<file path="src/rtl/branch_predict_unit_pkg.sv">
// Shared types and constants for the branch predictor: stall bus layout,
// instruction address width and 2-bit direction counter encodings.
package branch_predict_unit_pkg;

  localparam int STALL_W      = 6;   // Stall_size (5:0)
  localparam int EX_HOLD      = 4;   // stall bit that holds EX in place
  localparam int INSTR_ADDR_W = 32;  // Instruction_Address_size

  typedef enum logic [1:0] {
    SNT = 2'd0,
    WNT = 2'd1,
    WT  = 2'd2,
    ST  = 2'd3
  } ctr_t;

endpackage

</file>
<file path="src/rtl/branch_predict_unit_if.sv">
// Pipeline <-> branch predictor bus: ID lookup side, EX resolve side,
// flush/redirect back to the pipeline and the statistics counters.
interface branch_predict_unit_if
  import branch_predict_unit_pkg::*;
#(
  parameter int PC_W = INSTR_ADDR_W
);

  logic [PC_W-1:0]    id_pc;
  logic               id_is_branch;
  logic               id_pred_taken;
  logic [STALL_W-1:0] stall_state;
  logic               ex_valid;
  logic [PC_W-1:0]    ex_pc;
  logic               ex_prediction;
  logic               ex_taken;
  logic [PC_W-1:0]    ex_target;
  logic               discard;
  logic [PC_W-1:0]    redirect_pc;
  logic [31:0]        br_count;
  logic [31:0]        miss_count;

  modport master (
    output id_pc, id_is_branch, stall_state, ex_valid, ex_pc,
           ex_prediction, ex_taken, ex_target,
    input  id_pred_taken, discard, redirect_pc, br_count, miss_count
  );

  modport slave (
    input  id_pc, id_is_branch, stall_state, ex_valid, ex_pc,
           ex_prediction, ex_taken, ex_target,
    output id_pred_taken, discard, redirect_pc, br_count, miss_count
  );

endinterface

</file>
<file path="src/rtl/branch_predict_unit_sat_counter2.sv">
// Pure next-state function of a 2-bit saturating direction counter.
module sat_counter2
  import branch_predict_unit_pkg::*;
(
  input  ctr_t cur,
  input  logic taken,
  output ctr_t nxt
);

  always_comb begin
    nxt = cur;
    if (taken) begin
      if (cur != ST) nxt = ctr_t'(cur + 2'd1);
    end else begin
      if (cur != SNT) nxt = ctr_t'(cur - 2'd1);
    end
  end

endmodule

</file>
<file path="src/rtl/branch_predict_unit.sv">
// Direction predictor: 2-bit counter table looked up from ID, trained from EX.
// Optional macro BP_GSHARE_EN hashes the committed global history into the index.
module branch_predict_unit
  import branch_predict_unit_pkg::*;
#(
  parameter int IDX_W = 6,
  parameter int GHR_W = 6,
  parameter int PC_W  = INSTR_ADDR_W
) (
  input  logic                clk,
  input  logic                rst,
  branch_predict_unit_if.slave bus
);

  localparam int ENTRIES = 1 << IDX_W;

  logic [1:0]       ctr_tab [ENTRIES];
  logic [GHR_W-1:0] ghr;
  logic [31:0]      br_cnt;
  logic [31:0]      miss_cnt;

  logic [IDX_W-1:0] lookup_idx;
  logic [IDX_W-1:0] update_idx;
  logic             fire;
  logic             mispredict;
  logic             discard;
  ctr_t             upd_cur;
  ctr_t             upd_next;
  logic             unused_bits;

`ifdef BP_GSHARE_EN
  // Both sides hash with the ghr of the current cycle; update sees pre-shift history.
  assign lookup_idx = bus.id_pc[IDX_W+1:2] ^ IDX_W'(ghr);
  assign update_idx = bus.ex_pc[IDX_W+1:2] ^ IDX_W'(ghr);
`else
  assign lookup_idx = bus.id_pc[IDX_W+1:2];
  assign update_idx = bus.ex_pc[IDX_W+1:2];
`endif

  // Combinational read of the registered table: a same-cycle write is not visible yet.
  assign bus.id_pred_taken = bus.id_is_branch & ctr_tab[lookup_idx][1];

  assign fire       = bus.ex_valid & ~bus.stall_state[EX_HOLD] & rst;
  assign mispredict = bus.ex_valid & (bus.ex_taken != bus.ex_prediction);
  // Stays asserted while EX is held so the flush is stable until the branch leaves.
  assign discard    = mispredict & rst;

  assign bus.discard     = discard;
  assign bus.redirect_pc = !discard     ? '0 :
                           bus.ex_taken ? bus.ex_target :
                                          bus.ex_pc + PC_W'(4);
  assign bus.br_count    = br_cnt;
  assign bus.miss_count  = miss_cnt;

  assign upd_cur = ctr_t'(ctr_tab[update_idx]);

  sat_counter2 u_sat (
    .cur   (upd_cur),
    .taken (bus.ex_taken),
    .nxt   (upd_next)
  );

  always_ff @(posedge clk or negedge rst) begin
    if (!rst) begin
      for (int i = 0; i < ENTRIES; i++) ctr_tab[i] <= WNT;
      ghr      <= '0;
      br_cnt   <= '0;
      miss_cnt <= '0;
    end else if (fire) begin
      ctr_tab[update_idx] <= upd_next;
      ghr                 <= GHR_W'({ghr, bus.ex_taken});
      br_cnt              <= br_cnt + 32'd1;
      if (mispredict) miss_cnt <= miss_cnt + 32'd1;
    end
  end

  assign unused_bits = ^{bus.id_pc[PC_W-1:IDX_W+2], bus.id_pc[1:0],
                         bus.stall_state[STALL_W-1:EX_HOLD+1],
                         bus.stall_state[EX_HOLD-1:0]};

endmodule

</file>
<file path="src/flat_wrapper.sv">
// flat-port wrapper written by rule: the top's interface ports become plain ports
module branch_predict_unit_flat import branch_predict_unit_pkg::*;
#(
  parameter int IDX_W = 6,
  parameter int GHR_W = 6,
  parameter int PC_W  = INSTR_ADDR_W
)
  (clk, rst, bus_id_pc, bus_id_is_branch, bus_stall_state, bus_ex_valid, bus_ex_pc, bus_ex_prediction, bus_ex_taken, bus_ex_target, bus_id_pred_taken, bus_discard, bus_redirect_pc, bus_br_count, bus_miss_count);
  branch_predict_unit_if #(.PC_W(PC_W)) bus_i ();
  input  logic clk;
  input  logic rst;
  input wire logic [$bits(bus_i.id_pc)-1:0] bus_id_pc;
  input wire logic [$bits(bus_i.id_is_branch)-1:0] bus_id_is_branch;
  input wire logic [$bits(bus_i.stall_state)-1:0] bus_stall_state;
  input wire logic [$bits(bus_i.ex_valid)-1:0] bus_ex_valid;
  input wire logic [$bits(bus_i.ex_pc)-1:0] bus_ex_pc;
  input wire logic [$bits(bus_i.ex_prediction)-1:0] bus_ex_prediction;
  input wire logic [$bits(bus_i.ex_taken)-1:0] bus_ex_taken;
  input wire logic [$bits(bus_i.ex_target)-1:0] bus_ex_target;
  output wire logic [$bits(bus_i.id_pred_taken)-1:0] bus_id_pred_taken;
  output wire logic [$bits(bus_i.discard)-1:0] bus_discard;
  output wire logic [$bits(bus_i.redirect_pc)-1:0] bus_redirect_pc;
  output wire logic [$bits(bus_i.br_count)-1:0] bus_br_count;
  output wire logic [$bits(bus_i.miss_count)-1:0] bus_miss_count;
  assign bus_i.id_pc = bus_id_pc;
  assign bus_i.id_is_branch = bus_id_is_branch;
  assign bus_i.stall_state = bus_stall_state;
  assign bus_i.ex_valid = bus_ex_valid;
  assign bus_i.ex_pc = bus_ex_pc;
  assign bus_i.ex_prediction = bus_ex_prediction;
  assign bus_i.ex_taken = bus_ex_taken;
  assign bus_i.ex_target = bus_ex_target;
  assign bus_id_pred_taken = bus_i.id_pred_taken;
  assign bus_discard = bus_i.discard;
  assign bus_redirect_pc = bus_i.redirect_pc;
  assign bus_br_count = bus_i.br_count;
  assign bus_miss_count = bus_i.miss_count;
  branch_predict_unit #(.IDX_W(IDX_W), .GHR_W(GHR_W), .PC_W(PC_W)) u_core (.clk(clk), .rst(rst), .bus(bus_i));
endmodule
</file>
<file path="config.mk">
export PLATFORM = sky130hd
export DESIGN_NAME = branch_predict_unit_flat
export DESIGN_NICKNAME = d
export VERILOG_FILES = /design/src/rtl/branch_predict_unit_pkg.sv /design/src/rtl/branch_predict_unit_if.sv /design/src/rtl/branch_predict_unit_sat_counter2.sv /design/src/rtl/branch_predict_unit.sv /design/src/flat_wrapper.sv
export SDC_FILE = /design/constraint.sdc
export NUM_CORES = 1
export LEC_CHECK = 0
export ABC_AREA = 1
export CORE_MARGIN = 2
export CORE_UTILIZATION = 58
export DETAILED_ROUTE_END_ITERATION = 8
export GPL_ROUTABILITY_DRIVEN = 0
export PLACE_DENSITY = 0.86
export SETUP_SLACK_MARGIN = 0.02
export SLEW_MARGIN = 20
export SYNTH_ARGS = -nofsm -noshare
export SYNTH_HDL_FRONTEND = slang
export SYNTH_SLANG_ARGS = --single-unit
</file>
<file path="constraint.sdc">
create_clock -name clk -period 3.4 [get_ports clk]
set_input_delay 0.34 -clock clk [delete_from_list [all_inputs] [get_ports clk]]
set_output_delay 0.34 -clock clk [all_outputs]
set_load 0.01 [all_outputs]
</file>
==> qor.log <==
qor: status.status completed
qor: drt.detail_route_antenna_nets 0
qor: synthesis.synth.area.top_cells sky130_fd_sc_hd__dfrtp_1 27%, sky130_fd_sc_hd__nand2_1 21%, sky130_fd_sc_hd__dfstp_2 14%
qor: power.max-vdd-ir-drop 0.396 mV
qor: clocking.cts_made_buffers 17
qor: cells_and_area.drive_gt1_share 9.28%
qor: die.initial_core_util 59.2%
qor: die.num_io_pins 206
qor: timing.timing.setup.tns 0 ns
qor: timing.skew 0.0134 ns
qor: clocking.cts.reportedPaths.clkPinSlew 0.08 ns
qor: die.die_height 148 um
qor: clocking.clkSinkCount 192
qor: timing.setup_slack 0.216 ns
qor: timing.drv_slew 0
qor: clocking.cts_setup_buffers 0
qor: clocking.htree_num_levels 4
qor: die.placeableCoreArea 20300 sq um
qor: synthesis.synth-seq-area-share 40.6%
qor: synthesis.synth_nets 1896
qor: placed_design.dpl_worst_slack 0.143 ns
qor: timing.fin_hold_ws 0.0643 ns
qor: placed_design.placement.cell_area 14200 sq um
qor: die.placement_rows 52
qor: global_routing.grt_total_ovfl 0
qor: power.powerDensity 374 nW/um^2
qor: critical_path.endpoint_kind output pin
qor: drt.total_number_of_vias 12600
qor: synthesis.synth-async-reset-ratio 100%
qor: drt.wire_per_inst 16.6 um
qor: global_routing.groute.usage.overall 34.3%
qor: clocking.tritoncts_clock_tree done
qor: synthesis.yosys-top-cells-count 684 x sky130_fd_sc_hd__nand2_1, 231 x sky130_fd_sc_hd__inv_1, 176 x sky130_fd_sc_hd__nor2_1
qor: clocking.max-clock-path-buffers 2
qor: synthesis.syn-cell-area 12000 sq um
qor: critical_path.critPathLaunchType input pin
qor: worst_hold_path.hold_class in2async
qor: synthesis.post-synth-top-count-cell sky130_fd_sc_hd__nand2_1
qor: global_routing.first_global_vias 12000
qor: cells_and_area.finalNetCount 2080
qor: placed_design.buffer_ports.inserted 174
qor: synthesis.synth_cells 1785
qor: cells_and_area.flow.area_growth_from_synthesis 23.6%
qor: critical_path.timing.rr.start u_core.bus.miss_count[1]
qor: global_routing.grt_antenna_before_repair 1
qor: synthesis.post_synth_num_cell_types 38
qor: drt.drt_pass1_iterations 6
qor: synthesis.post_synthesis_cell_type_with_the_largest_combined_area sky130_fd_sc_hd__dfrtp_1
qor: run.count_of_max_cap_constraint_violations 0
qor: synthesis.post_synth.cell_area_avg 6.73 sq um
qor: global_routing.grt_start_max_net_pins 77
qor: cells_and_area.nFillCells 1582
qor: synthesis.number_of_enable_flip_flop_cells_after_synthesis 0
qor: cells_and_area.antenna-diode-count 0
qor: critical_path.worst_setup_path_startpoint bus_ex_pc[3]
qor: clocking.insertion_delay 0.45 ns
qor: synthesis.synth-warning-count 0
qor: clocking.cts.root.buffer_cell sky130_fd_sc_hd__clkbuf_16
qor: drt.route.detailed.drc 0
qor: synthesis.ys_dominant_reg_cell sky130_fd_sc_hd__dfrtp_1
qor: timing.post-route-min-period 3.18 ns
qor: critical_path.worst_ep_arrival_time 2.84 ns
qor: timing.final-hold-violation-count 0
qor: drt.initialDrtViolationCount 1213
qor: timing.fmaxAchievable 314 MHz
qor: drt.vias_per_cell 5.58
qor: timing.worst-slew-pin-transition 0.937 ns
qor: synthesis.number_of_storage_elements_in_the_synthesis_netlist 192
qor: timing.grt_setup_unrepaired yes
qor: cells_and_area.stdcell_area 14900 sq um
qor: synthesis.synth.top_cell.area_share 26.7%
qor: power.power.leakage 7.32 nW
qor: critical_path.worst-endpoint-required 3.06 ns
qor: global_routing.grt_first_pass_wirelength 59800 um
qor: die.die_area 21900 sq um
qor: drt.detail_route.wirelength 37300 um
qor: die.die_width 148 um
qor: timing.max-slew-margin-rel 37.5%
qor: placed_design.post-dp-hpwl 26000 um
qor: critical_path.category_of_the_critical_setup_timing_path in2out
qor: timing.fin_crit_sh 93.7%
qor: critical_path.worstPathMaxFanout 4
qor: timing.total_setup_violations_reported_at_the_end_of_the_flow 0
==> critical path, cell delays in order <==
cell and delay (ns):
sky130_fd_sc_hd__clkdlybuf4s50_1 0.52, sky130_fd_sc_hd__ha_1 0.21, sky130_fd_sc_hd__nand3_1 0.13, sky130_fd_sc_hd__nor2_2 0.18, sky130_fd_sc_hd__nand2_1 0.17, sky130_fd_sc_hd__nor2_2 0.15
sky130_fd_sc_hd__nand2_1 0.12, sky130_fd_sc_hd__nor2_2 0.14, sky130_fd_sc_hd__nand2_1 0.09, sky130_fd_sc_hd__xnor2_1 0.14, sky130_fd_sc_hd__o21ai_1 0.08, sky130_fd_sc_hd__inv_1 0.05
sky130_fd_sc_hd__clkdlybuf4s50_1 0.52
==> what timing repair did <==
action,CTS,global route
endpoints found under the setup margin,0,5
hold buffers,0,0
resized for setup,0,6
==> cells in the final DEF (no fill, tap or decap), types with 43 or more instances in the layout <==
master,n
sky130_fd_sc_hd__dfstp_2,64
sky130_fd_sc_hd__xor2_1,52
sky130_fd_sc_hd__inv_1,231
sky130_fd_sc_hd__nor2_1,173
sky130_fd_sc_hd__nand2_1,684
sky130_fd_sc_hd__buf_4,43
sky130_fd_sc_hd__nand3_1,148
sky130_fd_sc_hd__dfrtp_1,128
sky130_fd_sc_hd__clkdlybuf4s50_1,171
sky130_fd_sc_hd__o21ai_0,54
==> sequential cells by signal (all words and copies together) (netlist names) <==
signal / cells
u_core.ctr_tab: 128
u_core.bus.br_count: 32
u_core.bus.miss_count: 32
==> worst paths after layout <==
path                                        endpoint  slack [ns]  cells after the start
max                              bus_redirect_pc[24]        0.22                     13
min                         u_core.bus.miss_count[7]        0.06                      2
max reg2reg                u_core.bus.miss_count[26]        1.19                      9
min reg2reg                        u_core.ctr_tab[2]        0.47                      2
max in group asynchronous         u_core.ctr_tab[57]        1.94                      3
min in group clk              u_core.bus.br_count[1]        0.45                      5
==> metrics by stage <==
stage	total power [mW]	instances	util [%]
after floorplan	3.04	1785	-
after global placement	3.50	2220	70.1
after detailed placement	3.53	2220	70.1
after CTS	5.55	2252	73.1
after global routing	5.78	2252	73.2
final	5.56	2252	73.2
==> metal layers <==
metal | GRT usage (%) | part of all wire (%) | routed length, um | vias to the layer above
met1 | 42.4 | 38 | 14200 | 5797
met4 | 15.0 | 4.1 | 1540 | 2
met2 | 57.8 | 47 | 17700 | 746
li1 | - | - | - | 5881
met3 | 8.06 | 10 | 3880 | 139
met5 | 0 | 0.035 | 13 | -
==> where the power goes <==
group | leakage, nW | switching (mW) | internal [mW]
logic | 4.65 | 0.573 | 0.404
registers | 2.37 | 0.104 | 2.43
clock network | 0.294 | 1.04 | 1.00
total | 7.32 | 1.72 | 3.84
==> area by class of cell <==
class | count | area [sq um] | share of cell area (%)
clock inverters | 15 | 183 | 1.23
clock buffers | 17 | 425 | 2.86
repair buffers | 224 | 2210 | 14.9
multi-input cells | 1294 | 5910 | 39.8
well taps | 270 | 338 | 2.27
flip-flops and latches | 192 | 4880 | 32.9
inverters | 240 | 901 | 6.07
==> kinds of logic (layout without fill, tap and decap cells) <==
family                     Yosys count  after routing  synth area share, %
AOI/OAI and AO/OA                  117            117                 5.37
adders and majority gates            3              3                0.312
xor gates and xnor gates            77             77                 5.67
buffers and inverters              299            496                 10.3
and+or+nand+nor                   1097           1097                 37.7
DFF                                192            192                 40.6
Power figures use the tool's default switching activity.
==> variant (same settings) <==
`IDX_W` is set to 6 in 2 places; all go to 7.
--- a/src/rtl/branch_predict_unit.sv
+++ b/src/rtl/branch_predict_unit.sv
@@ -3,7 +3,7 @@
 module branch_predict_unit
   import branch_predict_unit_pkg::*;
 #(
-  parameter int IDX_W = 6,
+  parameter int IDX_W = 7,
   parameter int GHR_W = 6,
   parameter int PC_W  = INSTR_ADDR_W
 ) (
--- a/src/flat_wrapper.sv
+++ b/src/flat_wrapper.sv
@@ -1,7 +1,7 @@
 // flat-port wrapper written by rule: the top's interface ports become plain ports
 module branch_predict_unit_flat import branch_predict_unit_pkg::*;
 #(
-  parameter int IDX_W = 6,
+  parameter int IDX_W = 7,
   parameter int GHR_W = 6,
   parameter int PC_W  = INSTR_ADDR_W
 )
Function: changed (Yosys sat finds a counterexample within 4 cycles, from zero or initial values and one cycle with rst low).
==> variant against the original RTL <==
Synthesized area up 65%. Routed wire length up 73%. Combinational power up 43%. Worst setup slack worse by 44 ps. Sequential cell count up 128. Sequential power up 61%. Cell count up 61%. Count of clock-buffer cells in the layout up 43. First-iteration DRC count up 120%. Total power up 74%. Cell area up 58%.
==> variant: results <==
[drt]
totalWireLength_mm = 64.73
vias = 20960
routed_via_density = 5.766
drt_pass1_iterations = 8
drt_iter0_drc = 2674

[synth]
yosysSeqAreaShare_pct = 41.26
postSynthAreaPerCell_sq_um = 6.580
yosys-top-cells-count = nand2_1, inv_1, nand3_1
ys_types = 32
synthTopCellsByArea = nand2_1, dfrtp_1, dfstp_2, inv_1, nand3_1

[clock_network]
clock_latency_ps = 530
clock_path_buffers = 3
cts_buffers = 37
path_clk_slew_ps = 60

[place]
place_inst = 3564
hpwlAfterDp_mm = 41.42
placed_area_sq_um = 22110
io_buffers = 175

[finish]
nets = 3268
drive_gt1_share_pct = 9.008
largest_reg_flops = 256

[status]
status = completed

[timing]
tightest_slew_ps = 1198

[global_routing]
antenna_found_initial = 0

[setup_path]
cpPeakStageDelay_ps = 540
path_max_fanout = 26

[power_and_ir_drop]
power_leakage_nw = 11.53
[variant: final timing paths]
path                                         from  cells past startpoint  slack [ps]                 endpoint
max                                  bus_id_pc[2]                     12         170        bus_id_pred_taken
min                                  bus_ex_pc[2]                      7         460        u_core.ctr_tab[0]
max reg2reg                u_core.bus.br_count[0]                     10         960  u_core.bus.br_count[30]
min reg2reg                   u_core.ctr_tab[172]                      2         460      u_core.ctr_tab[172]
max in group asynchronous                     rst                      4        1400      u_core.ctr_tab[221]
min in group asynchronous                     rst                      3         570      u_core.ctr_tab[165]
[variant: routing by layer]
layer / up-vias / global-route usage (%) / wire, um
li1: 9545 / - / -
met1: 9582 / 44.19 / 23520
met2: 1439 / 58.06 / 29110
met3: 387 / 7.283 / 7655
met4: 2 / 22.99 / 4425
met5: - / 0 / 24
[variant: power by group]
group,leakage [nW],switching (mW),total [mW],internal (mW)
Sequential,3.94,0.112,4.08,3.97
Clock,0.624,1.62,4.16,2.54
Combinational,6.96,0.929,1.40,0.472
[variant: cells by family (layout without fill, tap and decap cells)]
family,after synthesis,in the layout,share of synthesized area [%]
flip-flops,320,320,41.26
adder cells (fa/ha/maj),3,3,0.1896
AND/OR/NAND/NOR,1908,1908,39.23
buffers and inverters,519,696,10.71
XOR/XNOR,87,87,3.849
AO/OA/AOI/OAI,172,172,4.765
[variant: worst max-delay path, delay by kind of cell]
kind,cells,cell delay [ps]
buffers and inverters,3,1330
AOI/OAI and AO/OA,3,700
and+or+nand+nor,6,500
[variant: timing repair]
action	CTS	global route
hold buffers	1	0
setup buffers	0	1
setup endpoints to repair	1	8
resized for setup	1	6
endpoints found under the hold margin	21	0
cloned	0	0
pin swaps	0	2
[variant: per-stage QoR]
stage / hold slack [ps] / setup TNS (ps)
global placement: 453.0 / 0
floorplan: 44.41 / 0
CTS: 456.7 / 0
detailed placement: 456.3 / 0
finish: 455.9 / 0
global route: 472.4 / -4.281
[variant: cell type report]
type / count / area, sq um
multi-input cells: 2170 / 9543
clock buffers: 60 / 1145
fillers: 2631 / 10110
clock inverters: 8 / 125.1
well taps: 448 / 560.5
flip-flops and latches: 320 / 8168
inverters: 381 / 1434
repair buffers: 247 / 2442
